[config.mk]
export PLATFORM = sky130hd
export DESIGN_NAME = ipv4_hdr_gen
export DESIGN_NICKNAME = d
export VERILOG_FILES = /design/src/rtl/ipv4_hdr_gen.sv
export SDC_FILE = /design/constraint.sdc
export NUM_CORES = 1
export LEC_CHECK = 0
export CAP_MARGIN = 10
export CORE_MARGIN = 4
export CORE_UTILIZATION = 60
export CTS_CLUSTER_SIZE = 40
export DETAILED_ROUTE_END_ITERATION = 8
export PLACE_DENSITY = 0.87
export SLEW_MARGIN = 20
export SYNTH_ARGS = -nofsm -noshare
export SYNTH_HDL_FRONTEND = slang
export SYNTH_SLANG_ARGS = --single-unit
[constraint.sdc]
create_clock -name clk -period 6.9 [get_ports clk]
set_input_delay 1.035 -clock clk [delete_from_list [all_inputs] [get_ports clk]]
set_output_delay 1.035 -clock clk [all_outputs]
set_load 0.03 [all_outputs]
[src/rtl/ipv4_hdr_gen.sv]
// ipv4_hdr_gen: builds a 20-byte IPv4 header (no options) from a one-cycle start request.
// The header checksum is computed over 10 cycles, then the bytes are streamed out
// under out_ready flow control.
// Optional feature: define IPV4_IDENT_INC_EN to make the identification field an
// incrementing 16-bit counter; otherwise it is a constant 0x0000.

// BYTE_LEN normally comes from params.vh; the fallback keeps this file self-contained.
`ifndef BYTE_LEN
`define BYTE_LEN 8
`endif

module ipv4_hdr_gen #(
    parameter int unsigned TTL   = 64,
    parameter int unsigned PROTO = 17
) (
    input  logic                 clk,
    input  logic                 rst,
    input  logic                 start,
    input  logic [31:0]          src_ip,
    input  logic [31:0]          dst_ip,
    input  logic [15:0]          payload_len,
    input  logic                 out_ready,
    output logic [`BYTE_LEN-1:0] out,
    output logic                 outclk,
    output logic                 busy,
    output logic                 done
);

    localparam logic [7:0] TtlByte   = 8'(TTL);
    localparam logic [7:0] ProtoByte = 8'(PROTO);

    typedef enum logic [1:0] {IDLE, CALC, EMIT} state_t;

    state_t      state;
    logic [31:0] src_q;
    logic [31:0] dst_q;
    logic [15:0] total_len_q;
    logic [16:0] acc;        // bit 16 is always 0 after the end-around fold
    logic [4:0]  idx;        // CALC word index, then EMIT byte index
    logic [15:0] ident;

`ifdef IPV4_IDENT_INC_EN
    logic [15:0] ident_cnt;
    logic [15:0] ident_q;
    assign ident = ident_q;
`else
    assign ident = 16'h0000;
`endif

    logic [15:0] calc_word;
    logic [16:0] acc_sum;
    logic [16:0] acc_fold;
    logic [15:0] csum;
    logic [7:0]  hdr_byte;

    // Header word added in the current CALC cycle; word 5 is the checksum slot, taken as 0.
    always_comb begin
        calc_word = 16'h0000;
        case (idx)
            5'd0:    calc_word = 16'h4500;
            5'd1:    calc_word = total_len_q;
            5'd2:    calc_word = ident;
            5'd3:    calc_word = 16'h4000;
            5'd4:    calc_word = {TtlByte, ProtoByte};
            5'd6:    calc_word = src_q[31:16];
            5'd7:    calc_word = src_q[15:0];
            5'd8:    calc_word = dst_q[31:16];
            5'd9:    calc_word = dst_q[15:0];
            default: calc_word = 16'h0000;
        endcase
    end

    // One's-complement add with the carry folded back in on the same cycle.
    always_comb begin
        acc_sum  = {1'b0, acc[15:0]} + {1'b0, calc_word};
        acc_fold = {1'b0, acc_sum[15:0] + {15'd0, acc_sum[16]}};
        csum     = ~acc[15:0];
    end

    // Byte currently offered in EMIT; the accumulator is stable there so csum is final.
    always_comb begin
        hdr_byte = 8'h00;
        case (idx)
            5'd0:    hdr_byte = 8'h45;
            5'd1:    hdr_byte = 8'h00;
            5'd2:    hdr_byte = total_len_q[15:8];
            5'd3:    hdr_byte = total_len_q[7:0];
            5'd4:    hdr_byte = ident[15:8];
            5'd5:    hdr_byte = ident[7:0];
            5'd6:    hdr_byte = 8'h40;
            5'd7:    hdr_byte = 8'h00;
            5'd8:    hdr_byte = TtlByte;
            5'd9:    hdr_byte = ProtoByte;
            5'd10:   hdr_byte = csum[15:8];
            5'd11:   hdr_byte = csum[7:0];
            5'd12:   hdr_byte = src_q[31:24];
            5'd13:   hdr_byte = src_q[23:16];
            5'd14:   hdr_byte = src_q[15:8];
            5'd15:   hdr_byte = src_q[7:0];
            5'd16:   hdr_byte = dst_q[31:24];
            5'd17:   hdr_byte = dst_q[23:16];
            5'd18:   hdr_byte = dst_q[15:8];
            5'd19:   hdr_byte = dst_q[7:0];
            default: hdr_byte = 8'h00;
        endcase
    end

    // Output decode: bytes only appear in EMIT, and a transfer is exactly EMIT with out_ready.
    always_comb begin
        out    = (state == EMIT) ? hdr_byte : '0;
        outclk = (state == EMIT) && out_ready;
        busy   = (state != IDLE);
    end

    // Control FSM: latch request, accumulate checksum, stream bytes, pulse done.
    always_ff @(posedge clk or negedge rst) begin
        if (!rst) begin
            state       <= IDLE;
            src_q       <= 32'd0;
            dst_q       <= 32'd0;
            total_len_q <= 16'd0;
            acc         <= 17'd0;
            idx         <= 5'd0;
            done        <= 1'b0;
`ifdef IPV4_IDENT_INC_EN
            ident_cnt   <= 16'd0;
            ident_q     <= 16'd0;
`endif
        end else begin
            done <= 1'b0;
            case (state)
                IDLE: begin
                    if (start) begin
                        src_q       <= src_ip;
                        dst_q       <= dst_ip;
                        total_len_q <= payload_len + 16'd20;
`ifdef IPV4_IDENT_INC_EN
                        ident_q     <= ident_cnt;
`endif
                        acc         <= 17'd0;
                        idx         <= 5'd0;
                        state       <= CALC;
                    end
                end
                CALC: begin
                    acc <= acc_fold;
                    if (idx == 5'd9) begin
                        idx   <= 5'd0;
                        state <= EMIT;
                    end else begin
                        idx <= idx + 5'd1;
                    end
                end
                EMIT: begin
                    if (out_ready) begin
                        if (idx == 5'd19) begin
                            idx   <= 5'd0;
                            done  <= 1'b1;
                            state <= IDLE;
`ifdef IPV4_IDENT_INC_EN
                            // Bump now so a start in the done cycle sees the new value.
                            ident_cnt <= ident_cnt + 16'd1;
`endif
                        end else begin
                            idx <= idx + 5'd1;
                        end
                    end
                end
                default: state <= IDLE;
            endcase
        end
    end

endmodule

-- Word-level counts from Yosys, hierarchy flattened
Index checks and enable logic that the tools add are counted.
- register bits: 104
- bits of input ports: 84
- output and inout port bits: 11
- word-level logic and storage cells: 65
- $add $sub $neg: 4
- equal/unequal tests: 24
- mux-type cells: 18
- bitwise logic cells: 1
- reduce and logical (&&, ||, !) cells: 11
- operators by type and width (operator ; count):
    case mux 16 bit (8 select lines) ; 1
    case mux 8 bit (15 select lines) ; 1
    == test 5 x 4 -> 1 bit (second input constant) ; 8
    case mux 16 bit (2 select lines) ; 1
    == test 5 bit (second input constant) ; 4
    two-way mux 5 bit ; 4
    adder 16 x 16 -> 17 bit ; 1
    adder 16 x 1 -> 16 bit ; 1
    adder 16 x 5 -> 16 bit (second input constant) ; 1
    two-way mux 16 bit ; 1
    inverter 16 bit ; 1
    == test 5 x 3 -> 1 bit (second input constant) ; 3
    case mux 5 bit (3 select lines) ; 1
    == test 5 x 2 -> 1 bit (second input constant) ; 2
    two-way mux 2 bit ; 4
    two-way mux 8 bit ; 1
    != test 2 bit (second input constant) ; 3
    case mux 2 bit (3 select lines) ; 1
    adder 5 x 1 -> 5 bit (second input constant) ; 1
    == test 5 x 1 -> 1 bit (second input constant) ; 1
    zero test 5 bit ; 1
    AND reduction 2 bit ; 2
    AND reduction 4 bit ; 1
    nonzero test 2 bit ; 2
    other kinds (9) ; 11

-- Logic depth before layout (Yosys ltp)
Gate-level depths: netlist of run 1.
- depth after elaboration: 5
- depth in mapped cells: 23
- depth with buffers taken out: 21

-- Worst setup path before layout of run 1
OpenSTA, ideal clock, no wires.
- path kind: reg-to-reg
- start point: register idx[0]
- end point: register acc[12]
- setup time: 0.126 ns
- arrival time: 4.377 ns
- data required time: 6.774 ns
- path slack: 2.397 ns
- cell stages (with the launch flop): 23
- buffers on the path: 2
- clock period less this slack: 4.503 ns
- cells stage by stage: dfrtp_1 > inv_1 > ha_1 > clkbuf_1 > and3_1 > clkbuf_1 > a222oi_1 > o311ai_0 > ha_1 > fa_1 > a211oi_1 > o211ai_1 > a31oi_1 > o21ai_0 > a21o_1 > a21o_1 > ha_1 > and3_2 > nand3_1 > nor4_4 > nand4_1 > nor3b_1 > a221o_1
- word-level cells in the longest chain between the ends: 5
- elaborated cells on any way between the ends: 12
- classes of those cells: add/sub (2); eq/ne (7); mux (2); reduce/logical (1)
- RTL lines (element ; RTL line ; source):
    start, declared ; 39 ; logic [4:0] idx;
    start signal, assigned ; 151 ; idx <= idx + 5'd1;
    start signal, assigned ; 165 ; idx <= idx + 5'd1;
    == test 5 x 4 -> 1 bit (tied with other cells) ; 59 ; case (idx)
    case mux 16 bit (8 select lines) * ; 59 ;
    adder 16 x 16 -> 17 bit * ; 75 ; acc_sum = {1'b0, acc[15:0]} + {1'b0, calc_word};
    adder 16 x 1 -> 16 bit * ; 76 ; acc_fold = {1'b0, acc_sum[15:0] + {15'd0, acc_sum[16]}};
    case mux 16 bit (2 select lines) * ; 131 ; case (state)
    end signal, assigned ; 146 ; acc <= acc_fold;
    end, declared ; 38 ; logic [16:0] acc;
Every way passes the cells marked *; elsewhere a longest branch is shown, timed or not.
A chain may end at the register's enable or synchronous reset.

-- Worst setup path in the final report of run 1
- start point: register idx[0]
- end point: register acc[15]
Same word-level chain as after synthesis.

==> flow_summary.ini, run 1 <==
[outcome]
status = finished clean

[logic_synthesis]
synth_edf_count = 0
async_flop_share_pct = 100
synth_ff_type = dfrtp_1
synthCells = 654
synth_fp_nets = 767
syn-cell-area_sq_um = 6500
ys_seq_area_share_pct = 40.1
avgSynthCellArea_sq_um = 9.93
ys_warn_count = 0
synth_cell_types = 65
ys_ff_latch = 104

[placed_design]
gp_congestion = 1.02
hpwl_um = 15000
io_buffer_count = 94
pre_cts_ws_ns = 1.63

[finish]
final_core_util_pct = 73.7
area_growth_pct = 18.1
layout-drive-gt1-share_pct = 15.0
diodes = 0
nets = 841
final_cell_mix = dfrtp_1 (104), clkdlybuf4s50_1 (93), nand2_1 (77)
layout_commonest_cell = dfrtp_1
fillers = 744

[sta]
relSlewSlack_pct = 31.8
period_share_pct = 79.0
fin_ws_ns = 1.45
fin_skew_ns = 0.00959
setup_viol = 0
rsz0062_at_grt = false
fmax_mhz = 183
finalHoldViolCount = 0
tns_ns = 0
finalCriticalPeriod_ns = 5.45
tightest_slew_ns = 1.02
maxSlewViolCount = 0

[route]
drc = 0
firstDrtPassIters = 9
antenna_left = 0
drt_iter0_markers = 741
vias_per_cell = 6.69
via_count = 5811
wirelength_um = 19000
avgRoutedWirePerCell_um = 21.9

[global_routing]
grt_pass1_vias = 5802
grt_usage_pct = 30.7
grt_max_degree = 92
grt_pass1_wl_um = 30400
antenna_found_initial = 0
grt_overflow_total = 0

[floorplanning]
io_pins = 95
start_util_pct = 62.4
die_x_um = 112
rows = 37
core_sq_um = 10400
die_h_um = 112
dieArea_sq_um = 12600

[clock_tree]
cts-root-buf = clkbuf_8
cts_buffers = 9
cts.sinks = 104
ctsHoldBuffers = 0
cts_setup_buffers = 0
cts_buffer_depth = 2
ctsResizeCount = 0
cts_tree = done
clk_pin_slew_ns = 0.10
clk_latency_ns = 0.39
htree_levels = 3

[job]
cap_violations = 0

[worst_setup_path]
reg2reg_slack_ns = 1.45
arrival_ns = 5.77
worstSetupPathType = reg -> reg
start_kind = register
crit_required_ns = 7.22
cp-end-kind = register
cp_max_fo = 17

[min_path]
min_path_type = reg -> reg

[power_and_ir_drop]
power_mw = 2.80
peakVddDrop_mv = 0.224
p_leak_nw = 3.23
power_density_nw_per_um2 = 365
## path summary, 6_finish.rpt
kind,from,end,cells past startpoint
max in group asynchronous,rst,total_len_q[14]$_DFFE_PN0P_,2
min in group asynchronous,rst,src_q[16]$_DFFE_PN0P_,1
hold / removal,acc[5]$_DFFE_PN0P_,acc[5]$_DFFE_PN0P_,2
setup / recovery,idx[0]$_DFFE_PN0P_,acc[15]$_DFFE_PN0P_,21
hold reg to reg,acc[5]$_DFFE_PN0P_,acc[5]$_DFFE_PN0P_,2
setup reg to reg,idx[0]$_DFFE_PN0P_,acc[15]$_DFFE_PN0P_,21
## synthesized netlist by cell type (all sizes together), types with 5 or more instances
cell type  count  share of area, %
a211oi         9               1.1
a21o          10               1.2
a21oi         27               2.2
a221oi        10               1.4
a222oi        19               2.9
a22oi         33               3.8
and3          16               1.6
buf            8              0.96
clkbuf        26               1.7
dfrtp        104                40
ha            28               5.4
inv           13              0.75
mux2          68                12
nand2         78               4.5
nand3         20               1.6
nand4          7              0.67
nor2          32               1.8
nor3          12              0.92
o211ai         5              0.65
o21ai         37               2.8
o22ai          7              0.67
xnor2         18               2.5
xor2          15               2.1
## layer usage
layer	routed length (um)	vias up	GRT usage [%]
li1	-	2614	-
met1	7390	2798	37.7
met2	9310	340	51.5
met3	1660	59	8.89
met4	673	0	11.5
met5	0	-	0
## registers in the layout, summed over array words and instances, names as in the netlist
| register | cells |
|---|---|
| acc | 16 |
| done | 1 |
| dst_q | 32 |
| idx | 5 |
| src_q | 32 |
| state | 2 |
| total_len_q | 16 |
## area by class of cell
type	instances	area [sq um]	area share, %
clock buffers	10	128	1.66
clock inverters	6	75.1	0.978
inverters	13	48.8	0.636
well taps	136	170	2.22
flip-flops and latches	104	2600	33.9
repair buffers	97	961	12.5
multi-input cells	503	3690	48.1
## report_power, final
part / switching (mW) / internal [mW] / total (mW)
sequential: 0.325 / 0.886 / 1.21
clock: 0.223 / 0.174 / 0.397
combinational: 0.649 / 0.542 / 1.19
total: 1.20 / 1.60 / 2.80
## through the flow
step	area [sq um]	hold slack [ns]	instances
floorplan	6500	0.472	654
global placement	7470	0.502	853
detailed placement	7470	0.511	853
CTS	7670	0.538	869
global route	7670	0.573	869
finish	7670	0.533	869
## kinds of logic after synthesis
kind of cell	Yosys count	share of synthesized area, %
muxes	68	11.8
AOI/OAI and AO/OA	187	20.6
adders and majority gates	29	5.70
xor gates and xnor gates	33	4.68
buffers and inverters	47	3.37
and+or+nand+nor	186	13.8
DFF	104	40.1
## critical path, cell delays in order (launching register included)
cell	delay [ns]
dfrtp_1	0.43
inv_1	0.14
ha_1	0.28
nand2_1	0.14
nor2_1	0.79
a222oi_1	0.22
o311ai_0	0.20
ha_1	0.26
fa_1	0.25
a211oi_1	0.13
o211ai_1	0.27
a31oi_1	0.11
o21ai_0	0.29
a21o_1	0.17
a21o_1	0.14
ha_1	0.16
and3_2	0.23
nand3_1	0.19
nor4_4	0.28
nand4b_2	0.19
or4_1	0.42
nand3_1	0.09
No activity file was read; power rests on OpenSTA's default activity.
==> run 2, diff against run 1 <==
--- a/config.mk
+++ b/config.mk
@@ -7,10 +7,10 @@
 export LEC_CHECK = 0
 export CAP_MARGIN = 10
 export CORE_MARGIN = 4
-export CORE_UTILIZATION = 60
+export CORE_UTILIZATION = 50
 export CTS_CLUSTER_SIZE = 40
 export DETAILED_ROUTE_END_ITERATION = 8
-export PLACE_DENSITY = 0.87
+export PLACE_DENSITY = 0.77
 export SLEW_MARGIN = 20
 export SYNTH_ARGS = -nofsm -noshare
 export SYNTH_HDL_FRONTEND = slang
==> constraint.sdc (replaced) <==
create_clock -name clk -period 4.7 [get_ports clk]
set_input_delay 0.705 -clock clk [delete_from_list [all_inputs] [get_ports clk]]
set_output_delay 0.705 -clock clk [all_outputs]
set_load 0.03 [all_outputs]
==> flow_summary.ini, run 2 (same netlist as run 1, synthesis figures left out) <==
[global_routing]
grt_usage_pct = 27.2
grtUsageMet3_pct = 6.04
grt-busiest-layer = met2
grt_max_degree = 94
grt_overflow_total = 0
use_met2_pct = 43.0
grt_pass1_vias = 5932
met1_usage_pct = 35.1
grt_pass1_wl_um = 31300
antenna_found_initial = 0

[worst_setup_path]
cp_max_fo = 7
crit_required_ns = 4.95
arrival_ns = 4.74
worstSetupPathType = reg -> reg
cp-end-kind = register
start_kind = register

[placed_design]
place_inst = 914
gp_congestion = 0.991
postPlaceCellArea_sq_um = 7700
pre_cts_ws_ns = 0.0810
io_buffer_count = 94
hpwl_um = 15600

[floorplanning]
io_pins = 95
die_h_um = 122
core_sq_um = 12700
die_x_um = 122
rows = 41
dieArea_sq_um = 14900
start_util_pct = 51.3

[sta]
tightest_slew_ns = 1.14
fmax_mhz = 223
maxSlewViolCount = 0
fin_skew_ns = 0.00823
period_share_pct = 95.5
fin_ws_ns = 0.210
finalCriticalPeriod_ns = 4.49
relSlewSlack_pct = 23.9
setup_viol = 0
finalHoldViolCount = 0

[finish]
stdcell_area_sq_um = 8180
layout-drive-gt1-share_pct = 21.7
layout_commonest_cell = dfrtp_1
final_cells = 936
final_cell_mix = dfrtp_1 (102), clkdlybuf4s50_1 (93), nand2_1 (74)
nets = 873
area_growth_pct = 25.8
reg_top3 = dst_q (32), src_q (32)
final_core_util_pct = 64.5
diodes = 0

[route]
antenna_left = 0
firstDrtPassIters = 9
drt_iter0_markers = 713
wirelength_um = 20100
avgRoutedWirePerCell_um = 21.5
via_count = 5979
vias_per_cell = 6.39
drc = 0

[clock_tree]
cts_buffers = 9
cts_buffer_depth = 2
htree_levels = 3
ctsHoldBuffers = 0
cts-root-buf = clkbuf_16
cts_tree = done
clk_latency_ns = 0.37
cts.sinks = 104
clk_pin_slew_ns = 0.07

[power_and_ir_drop]
power_mw = 4.39
p_leak_nw = 3.43
power_density_nw_per_um2 = 537
peakVddDrop_mv = 0.354

[outcome]
status = finished clean

[min_path]
min_path_type = in -> async

[job]
cap_violations = 0
## run 2: per-stage QoR
stage               TNS, ns  hold WS (ns)
global route        -0.0301         0.508
floorplan                 0         0.409
CTS                       0         0.470
finish                    0         0.429
global placement          0         0.513
detailed placement        0         0.521
## run 2: worst max-delay path, cell delays in order, from the launching register on
cell and delay (ns):
dfrtp_1 0.40, buf_4 0.15, ha_2 0.19, nand2_2 0.08, nor2_2 0.05, buf_6 0.14, a222oi_1 0.30, nand2_1 0.18
ha_4 0.30, buf_4 0.13, a21oi_1 0.09, o211ai_1 0.12, a31oi_1 0.11, o21ai_1 0.23, a21o_1 0.16, a21o_1 0.13
ha_2 0.18, and3_4 0.21, nand3_4 0.09, nor4_4 0.43, buf_4 0.19, nand4_1 0.15, a221o_1 0.36
## run 2: worst paths after layout
| kind | cells after the start | slack (ns) | start | to |
|---|---|---|---|---|
| setup / recovery | 22 | 0.21 | idx[0]$_DFFE_PN0P_ | acc[12]$_DFFE_PN0P_ |
| hold / removal | 1 | 0.43 | rst | dst_q[8]$_DFFE_PN0P_ |
| setup reg to reg | 22 | 0.21 | idx[0]$_DFFE_PN0P_ | acc[12]$_DFFE_PN0P_ |
| hold reg to reg | 1 | 0.54 | acc[0]$_DFFE_PN0P_ | acc[0]$_DFFE_PN0P_ |
| max in group asynchronous | 2 | 3.27 | rst | idx[3]$_DFFE_PN0P_ |
| min in group clk | 1 | 0.54 | acc[0]$_DFFE_PN0P_ | acc[0]$_DFFE_PN0P_ |
## run 2: report_power, final
| part | switching [mW] | internal, mW |
|---|---|---|
| Combinational | 0.980 | 0.887 |
| Sequential | 0.498 | 1.30 |
| Clock | 0.363 | 0.364 |
## run 2: repair_timing
action	4_1_cts	5_1_grt
endpoints found under the setup margin	0	10
gates resized for setup	0	35
setup buffers	0	6
## run 2: metal layers
layer	vias up	wire, um
met2	368	9230
met4	0	1080
met5	-	0
met1	2843	7940
met3	91	1850
li1	2677	-
## run 2: area by class of cell
class,instances,area [sq um]
repair buffers,129,1200
multi-input cells,503,3830
well taps,172,215
inverters,13,48.8
flip-flops and latches,104,2610
clock inverters,6,51.3
fillers,1005,4490
clock buffers,9,225
